==> config.mk <==
export PLATFORM = sky130hd
export DESIGN_NAME = wait_mem_flat
export DESIGN_NICKNAME = d
export VERILOG_FILES = /design/src/rtl/wait_mem_if.sv /design/src/rtl/wait_mem.sv /design/src/flat_wrapper.sv
export SDC_FILE = /design/constraint.sdc
export NUM_CORES = 2
export LEC_CHECK = 0
export ABC_AREA = 1
export BUFFER_PORTS_ARGS = -buffer_cell sky130_fd_sc_hd__buf_2
export CAP_MARGIN = 20
export CORE_MARGIN = 3
export CORE_UTILIZATION = 45
export DETAILED_ROUTE_END_ITERATION = 7
export SETUP_SLACK_MARGIN = 0.3
export SYNTH_ARGS = -nofsm -noshare
export SYNTH_HDL_FRONTEND = slang
export SYNTH_SLANG_ARGS = --single-unit
==> constraint.sdc <==
create_clock -name clk -period 6.5 [get_ports clk]
set_clock_uncertainty 0.2 [all_clocks]
set_input_delay 0.65 -clock clk [delete_from_list [all_inputs] [get_ports clk]]
set_output_delay 0.65 -clock clk [all_outputs]
set_load 0.005 [all_outputs]
==> src/rtl/wait_mem_if.sv <==
// Handshaked memory bus between the multi-cycle core (master) and a
// wait-state memory responder (slave).
interface wait_mem_if;
  logic        req;
  logic        we;
  logic [31:0] a;
  logic [31:0] wd;
  logic [31:0] rd;
  logic        ready;
  logic        err;
  logic        busy;

  modport master (output req, we, a, wd, input rd, ready, err, busy);
  modport slave  (input req, we, a, wd, output rd, ready, err, busy);
endinterface

==> src/rtl/wait_mem.sv <==
// Wait-state memory responder: accepts one access in IDLE, waits LATENCY
// cycles, performs the word read/write and pulses ready for one cycle.
module wait_mem #(
  parameter int DEPTH   = 64,
  parameter int LATENCY = 2
) (
  input logic       clk,
  input logic       reset,
  wait_mem_if.slave bus
);
  localparam int AW = $clog2(DEPTH);

  typedef enum logic [1:0] {IDLE, WAIT, RESP} stateT;

  stateT       stateReg;
  logic [3:0]  cntReg;
  logic [29:0] addrReg;
  logic        weReg;
  logic [31:0] wdReg;
  logic        readyReg;
  logic        errReg;
  logic        busyReg;
  logic        rdSelReg;

  logic [31:0] ram [DEPTH];
  logic [31:0] ramQ;

  logic          accEn;
  logic          accWe;
  logic [29:0]   accAddr;
  logic [31:0]   accWd;
  logic          accOor;
  logic [AW-1:0] accIdx;
  logic          unusedBits;

  if (LATENCY < 1 || LATENCY > 15) begin : gBadLatency
    $error("wait_mem: LATENCY=%0d is outside 1..15", LATENCY);
  end
  if (DEPTH < 4 || DEPTH > 4096 || (DEPTH & (DEPTH - 1)) != 0) begin : gBadDepth
    $error("wait_mem: DEPTH=%0d is not a power of two in 4..4096", DEPTH);
  end

  // The access fires on the edge that enters RESP; with LATENCY=1 that is
  // the accept edge itself, so the live bus values are used directly.
  if (LATENCY == 1) begin : gDirect
    assign accEn   = (stateReg == IDLE) && bus.req && !reset;
    assign accWe   = bus.we;
    assign accAddr = bus.a[31:2];
    assign accWd   = bus.wd;
  end else begin : gWait
    assign accEn   = (stateReg == WAIT) && (cntReg == 4'd1) && !reset;
    assign accWe   = weReg;
    assign accAddr = addrReg;
    assign accWd   = wdReg;
  end

  assign accIdx     = accAddr[AW-1:0];
  assign accOor     = |accAddr[29:AW];
  assign unusedBits = ^{bus.a[1:0], weReg, wdReg, addrReg};

  always_ff @(posedge clk or posedge reset) begin
    if (reset) begin
      stateReg <= IDLE;
      cntReg   <= 4'd0;
      addrReg  <= 30'd0;
      weReg    <= 1'b0;
      wdReg    <= 32'd0;
      readyReg <= 1'b0;
      errReg   <= 1'b0;
      busyReg  <= 1'b0;
      rdSelReg <= 1'b0;
    end else begin
      readyReg <= 1'b0;
      errReg   <= 1'b0;
      case (stateReg)
        IDLE: begin
          if (bus.req) begin
            addrReg <= bus.a[31:2];
            weReg   <= bus.we;
            wdReg   <= bus.wd;
            busyReg <= 1'b1;
            if (LATENCY == 1) begin
              stateReg <= RESP;
            end else begin
              stateReg <= WAIT;
              cntReg   <= 4'(LATENCY - 1);
            end
          end
        end
        WAIT: begin
          cntReg <= cntReg - 4'd1;
          if (cntReg == 4'd1) begin
            stateReg <= RESP;
          end
        end
        RESP: begin
          stateReg <= IDLE;
          busyReg  <= 1'b0;
        end
        default: stateReg <= IDLE;
      endcase

      if (accEn) begin
        readyReg <= 1'b1;
        errReg   <= accOor;
        // An out-of-range read forces rd to zero until the next read.
        if (!accWe) begin
          rdSelReg <= !accOor;
        end
      end
    end
  end

  always_ff @(posedge clk) begin
    if (accEn && !accOor) begin
      if (accWe) begin
        ram[accIdx] <= accWd;
      end else begin
        ramQ <= ram[accIdx];
      end
    end
  end

  assign bus.rd    = rdSelReg ? ramQ : 32'd0;
  assign bus.ready = readyReg;
  assign bus.err   = errReg;
  assign bus.busy  = busyReg;
endmodule

==> src/flat_wrapper.sv <==
// flat-port wrapper written by rule: the top's interface ports become plain ports
module wait_mem_flat 
#(
  parameter int DEPTH   = 64,
  parameter int LATENCY = 2
)
  (clk, reset, bus_req, bus_we, bus_a, bus_wd, bus_rd, bus_ready, bus_err, bus_busy);
  wait_mem_if bus_i ();
  input logic clk;
  input logic reset;
  input wire logic [$bits(bus_i.req)-1:0] bus_req;
  input wire logic [$bits(bus_i.we)-1:0] bus_we;
  input wire logic [$bits(bus_i.a)-1:0] bus_a;
  input wire logic [$bits(bus_i.wd)-1:0] bus_wd;
  output wire logic [$bits(bus_i.rd)-1:0] bus_rd;
  output wire logic [$bits(bus_i.ready)-1:0] bus_ready;
  output wire logic [$bits(bus_i.err)-1:0] bus_err;
  output wire logic [$bits(bus_i.busy)-1:0] bus_busy;
  assign bus_i.req = bus_req;
  assign bus_i.we = bus_we;
  assign bus_i.a = bus_a;
  assign bus_i.wd = bus_wd;
  assign bus_rd = bus_i.rd;
  assign bus_ready = bus_i.ready;
  assign bus_err = bus_i.err;
  assign bus_busy = bus_i.busy;
  wait_mem #(.DEPTH(DEPTH), .LATENCY(LATENCY)) u_core (.clk(clk), .reset(reset), .bus(bus_i));
endmodule
# Yosys cells after proc, flatten, opt, wreduce, memory -nomap -nowiden
# Memory sizes are Yosys's and may differ from the RTL's. A register that Yosys moved wholly into a read port is not among the register bits.
# Index checks and enable logic that the tools add are counted.
[word_totals] register_bits=73 mem_bits_rw=2048 out_inout_bits=35 mem_count=1
[memory_table] name="u_core.ram" depth=64 width=32 rd=1 rd_ports_with_merged_regs=1 wr=1 line_no="wait_mem.sv:25" rtl="logic [31:0] ram [DEPTH];"
[classes] n_addsub=1 n_eq_ne=5 mux=13 bitwise=1 reduce_logical=15
[ops] cell="$mux 32" count=1
[ops] cell="$reduce_or 24->1" count=1
[ops] cell="$reduce_and 2->1" count=6
[ops] cell="$pmux 4 s2" count=1
[ops] cell="$mux 1" count=6
[ops] cell="$eq 4x1->1 const B" count=1
[ops] cell="$mux 2" count=2
[ops] cell="$mux 4" count=1
[ops] cell="$ne 2x2->1 const B" count=2
[ops] cell="$pmux 2 s2" count=1
[ops] cell="$reduce_bool 2->1" count=2
[ops] cell="$sub 4x1->4 const B" count=1
[ops] cell="$logic_and 1x1->1" count=3
[ops] cell="$eq 2x1->1 const B" count=1
[ops] cell="$eq 2x2->1 const B" count=1
[ops] cell="$logic_not 1->1" count=2
[ops] cell="$logic_not 2->1" count=1
[ops] cell="$pmux 1 s2" count=1
[ops] cell="$not 1->1" count=1

# Logic depth before layout (Yosys ltp)
[logic_depth] word_depth=6 mapped_depth=15 mapped_depth_nobuf=11

# Worst setup path before layout
# OpenSTA, ideal clock, no wires.
[synth_path] kind="input to register" startpoint="input port reset" endpoint="memory u_core.ram[0][0] (enable)" arrival_time_ns=4.604 required_ns=5.879 slack_ns=1.275 cell_stages=5 path_buffers=0 path_cell_list="inv_1 > nand2_1 > nor2_4 > nand3_4 > nor2_1"
[synth_between] elab_chain_cells=5
[synth_rtl] element="start: declaration" line_no="flat_wrapper.sv:10" rtl="input logic reset;"
[synth_rtl] element="$logic_not 1->1" line_no="wait_mem.sv:51" rtl="assign accEn = (stateReg == WAIT) && (cntReg == 4'd1) && !reset;"
[synth_rtl] element="$logic_and 1x1->1" line_no="wait_mem.sv:51"
[synth_rtl] element="$logic_and 1x1->1" line_no="wait_mem.sv:115" rtl="if (accEn && !accOor) begin"
[synth_rtl] element="$mux 1" line_no="wait_mem.sv:115"
[synth_rtl] element="$mux 1 (implied by the code)" line_no="wait_mem.sv:117" rtl="ram[accIdx] <= accWd;"
[synth_rtl] element="end: declaration" line_no="wait_mem.sv:25"
# No other way between the ends.

# Worst setup path after layout
[layout_path] startpoint="register u_core.addrReg[2], in the netlist u_core.accAddr[2]" endpoint="memory u_core.ram[29][0] (enable)"
[layout_lines] element="start: declaration" line_no="wait_mem.sv:17" rtl="logic [29:0] addrReg;"
[layout_lines] element="start signal: assignment" line_no="wait_mem.sv:78" rtl="addrReg <= bus.a[31:2];"
# Straight into the memory's write port.

==> flow_summary_export.csv <==
group,metric,value,unit
clock_tree,cts_max_path_buffers,3,
sta,hold_viol,0,
worst_setup_path,cp_max_fo,88,
layout,final_common_cell,"nand2_1",
worst_setup_path,crit_arrival,4960,ps
worst_hold_path,hold_path.class,"input port to register",
yosys,synthCells,8839,
yosys,synth.distinct_cells,28,
sta,post-route-period-util,71.29,%
layout,multi_input_area,0.02400,mm²
sta,whs,70.16,ps
route,drt-wirelength-per-cell,20.84,µm
worst_setup_path,start_kind,"register",
global_routing,grt_start_max_net_pins,206,
worst_setup_path,path_class,"register to register",
global_routing,use_met3,2.942,%
floorplanning,dieArea,0.2059,mm²
floorplanning,die_w,453.8,µm
yosys,syn_nets,8909,
yosys,syn_area_per_cell,10.21,µm²
worst_setup_path,cp.required,6830,ps
global_routing,grt.met1_usage,33.54,%
layout,seqCellArea,0.06434,mm²
route,drt-vias-per-instance,5.114,
layout,layout-drive-gt1-share,7.618,%
global_routing,use_met2,37.91,%
yosys,yosys_warnings,0,
route,detail-route-antenna-nets,0,
global_routing,grt_pass1_wl,363100,µm
clock_tree,numCtsBuffers,217,
clock_tree,clk_latency,860,ps
placement,io_buffer_count,100,
clock_tree,postCtsSetupRepairBufs,0,
sta,worst_slew_pin_slew,1258,ps
yosys,synth-main-ff-cell,"edfxtp_1",
route,first_pass_iters,5,
pwr,vdd_ir_drop_max,451.7,µV
worst_setup_path,cp-end-kind,"register",
sta,slew_headroom,16.14,%
floorplanning,fp.dieH,453.8,µm
clock_tree,cts_root_buf,"clkbuf_16",
floorplanning,coreArea,0.1982,mm²
flow_run,drv_cap,0,
clock_tree,h-tree-depth,4,
worst_setup_path,cpMostUsedCell,"nor2_1",
clock_tree,clk_pin_slew,60,ps
layout,nNetsFinal,9001,
worst_setup_path,critical_path.top_delay_family,"simple AND/OR/NAND/NOR gates",
route,drtIter0Drc,5723,
layout,fill_cells,17480,
worst_setup_path,crit_buf_inv,3,
yosys,synth-edff-count,2080,
route,wl,245000,µm
floorplanning,num_io_pins,103,
pwr,p_leak,0.04259,µW
placement,gp_congestion,0.8343,
sta,grt_setup_unrepaired,"false",
outcome,status,"finished clean",
clock_tree,cts.sinks,2153,
worst_setup_path,path_cells,"inv_8, nor2_1, inv_1, nor2_1, nand3_4, nor2_4, buf_4",
global_routing,grt_overflow_total,0,
global_routing,grtUsageTotal,23.48,%
floorplanning,initial_utilization,45.52,%
sta,setup_viol,0,
placement,hpwlAfterDp,129500,µm
yosys,synth-async-reset-ratio,3.391,%
global_routing,antenna_found_initial,6,
route,drc,0,
floorplanning,row_count,163,
global_routing,grt_pass1_vias,56570,
pwr,power_density,439.2,mW/mm²
sta,fin_tns_setup,0,ps
sta,drv_slew,0,
layout,layout_common_cells,"nand2_1, edfxtp_1, clkbuf_16",
layout,syn2layout_area_growth,12.19,%
global_routing,gr-max-usage-layer,"met2",
worst_setup_path,max_stage_delay,910,ps
yosys,synth-seq-area-share,71.25,%
sta,fmax,215.8,MHz
clock_tree,cts_tree,"yes",
worst_setup_path,slowest_stage,"nor2_4",
yosys,syn-cell-area,0.09023,mm²
pwr,totalPowerFinal,44460,µW
yosys,ys_seq_elements,2153,
sta,period_minus_slack,4634,ps
route,num_vias,60110,
## routing by layer
layer	up-vias	wire length, µm
li1	28660	-
met1	29070	106500
met2	2025	115600
met3	346	16510
met4	2	6363
met5	-	13
## path summary, 6_finish.rpt
check,start,to,slack (ps),cells after the start
hold reg to reg,u_core.accAddr[10],u_core.accAddr[10],280,2
min in group asynchronous,reset,u_core.accWd[7],280,3
max in group asynchronous,reset,u_core.accWd[16],4730,4
setup reg to reg,u_core.accAddr[2],u_core.ram[29][0],1870,7
setup / recovery,u_core.accAddr[2],u_core.ram[29][0],1870,7
hold / removal,bus_we,u_core.accWe,70,3
## what timing repair did
action / 4_1_cts / 5_1_grt
hold buffers: 62 / 0
resized for setup: 0 / 0
endpoints found under the hold margin: 90 / 0
## worst register-to-register path, stage by stage, from the launching register on
cell     delay (ps)
dfrtp_4         870
inv_8           500
nor2_1          770
inv_1           120
nor2_1          200
nand3_4         320
nor2_4          920
buf_4           410
## registers in the layout, summed over array words and instances (netlist names), 2 cells and up
register / flops
u_core.ram: 2048
u_core.accWd: 32
u_core.ramQ: 32
u_core.accAddr: 30
u_core.cntReg: 4
u_core.stateReg: 2
## metrics by stage
step / area (µm²) / setup slack, ps / cells / utilization, %
CTS: 101100 / 1926 / 11750 / 50.99
global route: 101200 / 1698 / 11750 / 51.06
global placement: 93660 / 1908 / 11280 / 47.25
floorplan: 90230 / 1275 / 8839 / -
detailed placement: 93680 / 1840 / 11290 / 47.26
finish: 101200 / 1866 / 11760 / 51.07
## cell usage after synthesis (3+ instances only)
| cell type | instances | area, µm² |
|---|---|---|
| edfxtp_1 | 2080 | 62460 |
| o21ai_1 | 4 | 20.02 |
| dfrtp_1 | 73 | 1827 |
| buf_2 | 191 | 955.9 |
| buf_4 | 69 | 518.0 |
| nand3_4 | 8 | 140.1 |
| nor4_1 | 3 | 18.77 |
| clkbuf_1 | 147 | 551.8 |
| or2_2 | 5 | 31.28 |
| inv_1 | 62 | 232.7 |
| buf_1 | 23 | 86.33 |
| inv_2 | 12 | 45.04 |
| nand3_1 | 8 | 40.04 |
| o211ai_1 | 5 | 37.54 |
| nor2_1 | 158 | 593.1 |
| nor3_2 | 7 | 70.07 |
| buf_6 | 8 | 90.09 |
| nand2_1 | 5946 | 22320 |
| o21ai_0 | 15 | 75.07 |
## report_power, final
group	internal [µW]	switching, µW
Sequential	17400	468
Combinational	3310	11300
Clock	6760	5280
Total	27400	17000
## area by class of cell
cell class | count | area share (%)
Clock buffer | 270 | 5.663
Antenna cell | 5 | 0.01236
Sequential cell | 2153 | 63.56
Inverter | 74 | 0.2979
Tap cell | 2640 | 3.263
Multi-Input combinational cell | 6174 | 23.70
Timing Repair Buffer | 311 | 2.465
Clock inverter | 128 | 1.039
## cell families (layout without fill, tap and decap cells)
group | after synthesis | count (layout) | share of synthesized area (%)
AOI/OAI and AO/OA | 26 | 26 | 0.1581
adders and majority gates | 2 | 2 | 0.02773
buffers and inverters | 512 | 783 | 2.748
DFF | 2153 | 2153 | 71.25
muxes | 1 | 1 | 0.01109
other | 0 | 5 | 0
and+or+nand+nor | 6145 | 6145 | 25.81
Note: power is estimated with default switching activity, not from simulation.
